[src/rtl/pg_mon_pkg.sv]
// Shared definitions for the power-good timeout monitor.
//   - FSM state encoding (3-bit localparams wrapped in an enum type)
//   - fault code constants reported on fault_code
package pg_mon_pkg;

  localparam logic [2:0] ST_OFF      = 3'd0;
  localparam logic [2:0] ST_WAIT_ON  = 3'd1;
  localparam logic [2:0] ST_ON       = 3'd2;
  localparam logic [2:0] ST_WAIT_OFF = 3'd3;
  localparam logic [2:0] ST_FAULT    = 3'd4;

  typedef enum logic [2:0] {
    S_OFF      = ST_OFF,
    S_WAIT_ON  = ST_WAIT_ON,
    S_ON       = ST_ON,
    S_WAIT_OFF = ST_WAIT_OFF,
    S_FAULT    = ST_FAULT
  } state_t;

  localparam logic [1:0] FLT_NONE    = 2'b00;
  localparam logic [1:0] FLT_ON_TO   = 2'b01;
  localparam logic [1:0] FLT_PG_DROP = 2'b10;
  localparam logic [1:0] FLT_OFF_TO  = 2'b11;

endpackage

[src/rtl/pg_deglitch.sv]
// Synchronizer plus deglitch filter for an asynchronous level input.
//   clk      system clock
//   reset_n  asynchronous active-low reset
//   tick     time-base strobe; the deglitch counter advances only on tick
//   dgl_cnt  ticks a new level must persist before it is accepted
//   sig_in   raw asynchronous input
//   sig_out  synchronized, filtered level (registered)
module pg_deglitch #(
  parameter int DGL_NBITS = 3
) (
  input  logic                 clk,
  input  logic                 reset_n,
  input  logic                 tick,
  input  logic [DGL_NBITS-1:0] dgl_cnt,
  input  logic                 sig_in,
  output logic                 sig_out
);

  logic [1:0]           sync;
  logic                 sig_s;
  logic [DGL_NBITS-1:0] gcnt;

  assign sig_s = sync[1];

  // NOTE: sequential state uses non-blocking assignments so every flop
  // samples the pre-edge values; blocking here would collapse the 2-flop
  // synchronizer into a single stage.
  always_ff @(posedge clk or negedge reset_n) begin
    if (!reset_n) begin
      sync    <= 2'b00;
      sig_out <= 1'b0;
      gcnt    <= '0;
    end else begin
      sync <= {sync[0], sig_in};
      if (sig_s == sig_out) begin
        gcnt <= '0;
      end else if (gcnt == dgl_cnt) begin
        // Level has held for dgl_cnt ticks: accept it. With dgl_cnt=0 this
        // fires on the first clk of a difference.
        sig_out <= sig_s;
        gcnt    <= '0;
      end else if (tick) begin
        gcnt <= gcnt + DGL_NBITS'(1);
      end
    end
  end

endmodule

[src/rtl/pg_timeout_monitor.sv]
// Power-good response checker for one sequenced rail.
// Watches the VR power-good return against the sequencer's enable and
// reports a qualified good plus a latched, coded fault.
//   clk          system clock
//   reset_n      asynchronous active-low reset
//   tick         time-base strobe for all timeouts
//   en_in        rail enable from the sequencer (clk domain)
//   pg_in        raw VR power-good (asynchronous)
//   on_timeout   ticks allowed from enable to good
//   off_timeout  ticks allowed from disable to good low
//   dgl_cnt      deglitch hold time in ticks
//   fault_clr    clears a latched fault, only while en_in=0
//   pg_ok        rail qualified good (registered)
//   fault        latched fault (registered)
//   fault_code   00 none, 01 on-timeout, 10 pg dropped, 11 off-timeout
module pg_timeout_monitor
  import pg_mon_pkg::*;
#(
  parameter int CNTR_NBITS = 8,
  parameter int DGL_NBITS  = 3
) (
  input  logic                  clk,
  input  logic                  reset_n,
  input  logic                  tick,
  input  logic                  en_in,
  input  logic                  pg_in,
  input  logic [CNTR_NBITS-1:0] on_timeout,
  input  logic [CNTR_NBITS-1:0] off_timeout,
  input  logic [DGL_NBITS-1:0]  dgl_cnt,
  input  logic                  fault_clr,
  output logic                  pg_ok,
  output logic                  fault,
  output logic [1:0]            fault_code
);

  logic                  pg_f;
  state_t                state, state_nxt;
  logic [CNTR_NBITS-1:0] timer, timer_nxt;
  logic [1:0]            code_nxt;

  pg_deglitch #(
    .DGL_NBITS (DGL_NBITS)
  ) u_deglitch (
    .clk     (clk),
    .reset_n (reset_n),
    .tick    (tick),
    .dgl_cnt (dgl_cnt),
    .sig_in  (pg_in),
    .sig_out (pg_f)
  );

  // NOTE: every signal written here gets a default first, so no path
  // through the case leaves a value unassigned and no latch is inferred.
  always_comb begin
    state_nxt = state;
    timer_nxt = timer;
    code_nxt  = fault_code;
    case (state)
      S_OFF: begin
        if (en_in) state_nxt = S_WAIT_ON;
      end
      S_WAIT_ON: begin
        if (!en_in) begin
          state_nxt = S_WAIT_OFF;
        end else if (pg_f) begin
          state_nxt = S_ON;
        end else if (tick) begin
          // Compare before increment so the timer can never wrap.
          if (timer == on_timeout) begin
            state_nxt = S_FAULT;
            code_nxt  = FLT_ON_TO;
          end else begin
            timer_nxt = timer + CNTR_NBITS'(1);
          end
        end
      end
      S_ON: begin
        // Disable wins over a simultaneous pg drop: that is a clean shutdown.
        if (!en_in) begin
          state_nxt = S_WAIT_OFF;
        end else if (!pg_f) begin
          state_nxt = S_FAULT;
          code_nxt  = FLT_PG_DROP;
        end
      end
      S_WAIT_OFF: begin
        if (en_in) begin
          state_nxt = S_WAIT_ON;
        end else if (!pg_f) begin
          state_nxt = S_OFF;
        end else if (tick) begin
          if (timer == off_timeout) begin
            state_nxt = S_FAULT;
            code_nxt  = FLT_OFF_TO;
          end else begin
            timer_nxt = timer + CNTR_NBITS'(1);
          end
        end
      end
      S_FAULT: begin
        if (fault_clr && !en_in) begin
          state_nxt = S_OFF;
          code_nxt  = FLT_NONE;
        end
      end
      default: begin
        state_nxt = S_OFF;
        code_nxt  = FLT_NONE;
      end
    endcase
    if (state_nxt != state) timer_nxt = '0;
  end

  // Outputs are decoded from next-state and registered alongside it, so
  // they change on the same edge as the state with no input-to-output path.
  always_ff @(posedge clk or negedge reset_n) begin
    if (!reset_n) begin
      state      <= S_OFF;
      timer      <= '0;
      pg_ok      <= 1'b0;
      fault      <= 1'b0;
      fault_code <= FLT_NONE;
    end else begin
      state      <= state_nxt;
      timer      <= timer_nxt;
      pg_ok      <= (state_nxt == S_ON);
      fault      <= (state_nxt == S_FAULT);
      fault_code <= code_nxt;
    end
  end

endmodule
[config.mk]
export PLATFORM = sky130hd
export DESIGN_NAME = pg_timeout_monitor
export DESIGN_NICKNAME = d
export VERILOG_FILES = /design/src/rtl/pg_mon_pkg.sv /design/src/rtl/pg_deglitch.sv /design/src/rtl/pg_timeout_monitor.sv
export SDC_FILE = /design/constraint.sdc
export NUM_CORES = 1
export LEC_CHECK = 0
export BUFFER_PORTS_ARGS = -buffer_cell sky130_fd_sc_hd__clkbuf_2
export CAP_MARGIN = 10
export CORE_MARGIN = 2
export CORE_UTILIZATION = 30
export CTS_CLUSTER_SIZE = 16
export DETAILED_ROUTE_END_ITERATION = 7
export HOLD_SLACK_MARGIN = 0.08
export PLACE_DENSITY = 0.54
export SLEW_MARGIN = 5
export SYNTH_ARGS = -nofsm -noshare
export SYNTH_HDL_FRONTEND = slang
export SYNTH_HIERARCHICAL = 1
export SYNTH_SLANG_ARGS = --single-unit
[constraint.sdc]
create_clock -name clk -period 2.08 [get_ports clk]
set_input_delay 0.104 -clock clk [delete_from_list [all_inputs] [get_ports clk]]
set_output_delay 0.104 -clock clk [all_outputs]
set_load 0.01 [all_outputs]
# After elaboration in Yosys (flattened, before gate mapping)
# Cells that the tools add are included.
# totals
reg_bits	21
in_bits	25
out_inout_bits	4
word_cells	88
# op_classes
addsub	2
n_eq_ne	30
muxes	38
bitwise	2
reduce_logical	8
# op_table
cell	n
two-way mux 8 bit	9
two-way mux 3 bit	15
two-way mux 2 bit	11
inequality test 3 bit (second input constant)	7
inequality test 2 bit (second input constant)	10
equality test 8 bit	2
case mux 8 bit (2 select lines)	1
case mux 3 bit (5 select lines)	1
AND reduction 12 bit	1
case mux 2 bit (5 select lines)	1
equality test 3 x 2 -> 1 bit (second input constant)	3
AND reduction 9 bit	1
adder 8 x 1 -> 8 bit (second input constant)	1
equality test 3 bit (second input constant)	2
nonzero test 3 bit	2
adder 3 x 1 -> 3 bit (second input constant)	1
equality test 3 x 1 -> 1 bit (second input constant)	1
equality test 3 bit	1
logical NOT 3 bit	1
inequality test 3 x 2 -> 1 bit (second input constant)	1
inequality test 3 bit	1
inequality test 2 x 1 -> 1 bit (second input constant)	1
inverter 1 bit	2
AND reduction 2 bit	1
other kinds (3)	3

# Depth between registers and ports, before layout
# depth
depth_word	9
mapped_depth	7
depth_no_buf	6

# Modules after synthesis
# Netlist, hierarchy kept.
# by_module_without_submodules
mod	instances	cells_each	area_each_um2	seq_area_each_um2
pg_timeout_monitor	1	121	1167.4	375.4
pg_deglitch	1	21	264.0	150.1

# Worst setup path before layout
# OpenSTA, ideal clock, no wires.
# synth_timing
kind	register -> register
from	register timer[3]
to	register timer[1]
setup_time_ps	142
arrival_ps	1758
required_ps	1938
setup_slack_ps	180
stages_incl_launch_ff	8
path_buffers	1
period_less_slack_ps	1900
path_cell_list	dfrtp_1 buf_6 xor2_2 nor4_4 nand4b_1 a211o_1 xor2_2 nor3_1
# synth_via
elab_chain_len	9
elab_cells_between_ends	23
cone_classes	eq/ne: 11; mux: 10; reduce/logical: 2
# synth_rtl
element	line_no	text
from (decl)	pg_timeout_monitor.sv:38	logic [CNTR_NBITS-1:0] timer, timer_nxt;
from (signal assigned)	pg_timeout_monitor.sv:125	timer <= timer_nxt;
equality test 8 bit, on equally long branches	pg_timeout_monitor.sv:92, pg_timeout_monitor.sv:69	
two-way mux 3 bit, on equally long branches	pg_timeout_monitor.sv:92, pg_timeout_monitor.sv:69	
two-way mux 3 bit, on equally long branches	pg_timeout_monitor.sv:91, pg_timeout_monitor.sv:67	
two-way mux 3 bit, on equally long branches	pg_timeout_monitor.sv:89, pg_timeout_monitor.sv:65	
two-way mux 3 bit, on equally long branches	pg_timeout_monitor.sv:87, pg_timeout_monitor.sv:63	
case mux 3 bit (5 select lines) (*)	pg_timeout_monitor.sv:58	case (state)
named net state_nxt[0]	pg_timeout_monitor.sv:37	state_t state, state_nxt;
inequality test 3 bit (*)	pg_timeout_monitor.sv:111	if (state_nxt != state) timer_nxt = '0;
inequality test 3 bit (no source line), or another cell as far along	n/a	
AND reduction 9 bit (no source line)	n/a	
# Mark *: on every way through the listed nets, which the timed path passes. The rest lies on a longest branch.
# A chain may end at the register's enable or synchronous reset.

# Final worst setup path
# layout_timing
from	register timer[1]
to	register timer[1]
# The elaborated chain is that of the path after synthesis.

==> impl_metrics.csv <==
group,metric,value,unit
synth,synth_nets,169,
floorplanning,std_cell_rows,25,
clock_tree,cts_tree,"yes",
synth,synth_area_leaders,"dfrtp_1 (37%), xor2_1 (12%), xnor2_1 (4.3%), nor3_1 (3.8%), nor4_4 (3.0%)",
synth,syn_area,1431,µm²
cells_and_area,num-nets-final,211,
pwr,comb_power_share,0.489,
clock_tree,cts_sinks,21,
flow_run,drv_cap,0,
clock_tree,clkTransAtPathRegs,0.08,ns
placed_design,dpl.hpwl,2.506,mm
timing,timing.hold.ws,0.2046,ns
synth,synth.most_common_cell,"dfrtp_1",
synth,synth_cell_types,46,
cells_and_area,final_cells,237,
floorplanning,initial_core_util,0.3071,
timing,timing.fmax,502.5,MHz
synth,synth_compound_area_frac,0.1521,
timing,setup_viol,0,
grt,antenna_found_initial,0,
timing,period_share,0.9568,
synth,ys_seq_elements,21,
route,routed_wl,3.301,mm
placed_design,placed_cells,229,
clock_tree,cts_buffers,3,
timing,fin_tns_setup,0,ns
pwr,seqPwrFrac,0.356,
timing,rsz0062_at_grt,"true",
cells_and_area,finish.utilization,0.3836,
grt,grt_max_degree,22,
timing,period_minus_slack,1.990,ns
route,drt_iter0_markers,90,
synth,synthArstFlopShare,1.000,
cells_and_area,n_antenna_cell,0,
grt,grt_pass1_wl,5.388,mm
worst_setup_path,start_kind,"flip-flop",
synth,synth-simple-area-share,0.2194,
route,vias_per_cell,5.013,
clock_tree,htreeDepth,1,
clock_tree,cts-root-buf,"clkbuf_8",
synth,yosysTopAreaCell,"dfrtp_1",
placed_design,place_congestion,0.8237,
cells_and_area,area_delta_synth_final,24.91,%
cells_and_area,fillers,468,
synth,synth_adder_area_share,0.01748,
synth,dominantRegCellSynth,"dfrtp_1",
worst_setup_path,crit_fanout,8,
synth,postSynthAreaPerCell,10.08,µm²
synth,yosys_warnings,6,
pwr,pwr-share-clk,0.155,
synth,synth.yosys.seq_area_share,0.3671,
pwr,power.leakage,0.8197,nW
synth,synth_common_cells,"dfrtp_1 (21), xor2_1 (20), nor3_1 (11)",
floorplanning,chipHeight,73.08,µm
worst_setup_path,critPathCaptureType,"flip-flop",
grt,grt_pass1_vias,1210,
placed_design,portBuffers,28,
pwr,ir_worst_vdd,0.3552,mV
worst_setup_path,arrival,2.12,ns
route,drtPass1Iterations,4,
synth,synth_edf_count,0,
synth,synth_top_area_share,0.3671,
route,antenna_left,0,
pwr,switching_share,0.4152,
worst_hold_path,worstHoldPathType,"in2reg",
floorplanning,core,4661,µm²
clock_tree,clkLatencyLatePin,0.26,ns
pwr,p_int,1.012,mW
worst_setup_path,required,2.21,ns
floorplanning,die_x,73.08,µm
floorplanning,dieArea,5340,µm²
synth,synth_top_family_by_area,"simple AND/OR/NAND/NOR gates",
timing,clock_skew,0.001813,ns
worst_setup_path,critical_path_class,"reg2reg",
cells_and_area,layout-drive-gt1-share,0.3279,
grt,grtUsageTotal,0.1286,
grt,gr-total-overflow,0,
clock_tree,clockBufferDepth,2,
route,drc,0,
pwr,power_density,968.3,nW/µm²
timing,final_hold_viol_count,0,
synth,synthMuxAreaShare,0.02185,
route,vias,1188,
pwr,p_sw,718.9,µW
floorplanning,io_pins,29,
synth,synth_xor_area_frac,0.1879,
synth,syn_inst,142,
route,wl_per_cell,13.93,µm
run_status,status,"complete, no violations",
timing,drv_slew,0,
timing,worst_pin_slew,0.5338,ns
pwr,power,1.731,mW
timing,slew_headroom,0.6442,
final timing paths:
check	from	end	slack (ns)	cells after the start
max in group asynchronous	reset_n	timer[0]	1.34	2
min in group asynchronous	reset_n	state[1]	0.35	2
worst min-delay path	en_in	state[1]	0.20	2
worst min register to register	u_deglitch/sync[0]	u_deglitch/sync[1]	0.35	0
worst max register to register	timer[1]	timer[1]	0.09	6
worst max-delay path	timer[1]	timer[1]	0.09	6
sequential cells by signal, indices dropped and copies added (netlist names):
signal	flops
timer	8
pg_ok	1
fault	1
u_deglitch/sig_out	1
u_deglitch/gcnt	3
state	3
fault_code	2
u_deglitch/sync	2
worst max-delay path: stages, from the launching register on:
cell and delay, ns:
dfrtp_2 0.44, xor2_1 0.18, nor4_4 0.31, nand4b_1 0.14, a211o_1 0.35, xor2_4 0.34, nor3_1 0.11
cell usage in the layout, fill, tap and decap left out, types with 2 or more instances in the layout:
cell / synthesis / final
a21oi_1: 5 / 5
and3_1: 3 / 3
nor3_2: 0 / 2
xor2_1: 20 / 20
nor3_1: 11 / 9
o21ai_0: 3 / 3
o31ai_1: 2 / 2
dfrtp_1: 21 / 19
dfrtp_2: 0 / 2
nand2_1: 9 / 9
nand3b_1: 2 / 2
o41a_1: 2 / 2
nor4_2: 2 / 2
nor4_4: 2 / 2
clkbuf_2: 1 / 28
mux2i_1: 2 / 2
a211oi_1: 2 / 2
nand3_1: 4 / 4
clkbuf_8: 0 / 3
ha_1: 2 / 2
dlygate4sd3_1: 0 / 2
nor2b_1: 4 / 4
nand2b_1: 2 / 2
xnor2_1: 7 / 7
buf_4: 0 / 14
nor2_1: 7 / 7
power groups by stage:
stage	sequential (mW)	clock [mW]	combinational [mW]
floorplan	0.570	0	0.536
global placement	0.614	0	0.779
detailed placement	0.614	0	0.799
CTS	0.608	0.280	0.805
global route	0.632	0.296	0.926
finish	0.616	0.268	0.847
area by class of cell:
type	instances	area, µm²	area share
multi-input cells	113	878.3	0.4913
clock buffers	4	45.04	0.02519
repair buffers	44	265.3	0.1484
well taps	54	67.56	0.03779
flip-flops and latches	21	528.0	0.2953
inverters	1	3.754	0.002099
timing repair:
action	in CTS	in global routing
endpoints found under the setup margin	0	8
setup buffers	0	3
resized for setup	0	5
hold buffers	2	0
endpoints found under the hold margin	22	0
logic make-up after synthesis:
logic type	after synthesis
xor gates and xnor gates	29
adders and majority gates	2
DFF	21
and+or+nand+nor	51
buffers and inverters	8
muxes	3
AOI/OAI and AO/OA	28
per-layer routing:
metal	vias to the layer above	global-route usage	wire, µm
met1	568	0.1602	1486
met3	2	0.03039	148
met2	28	0.2282	1651
li1	590	-	-
met4	0	0.02058	14
met5	-	0	0
metrics by stage:
step	area, µm²	setup WS [ns]
2_1_floorplan	1431	0.1803
3_3_place_gp	1684	0.1042
3_5_place_dp	1684	0.02548
4_1_cts	1749	0.01098
5_1_grt	1788	-0.02685
6_report	1788	0.08985
Power figures use the tool's default switching activity.
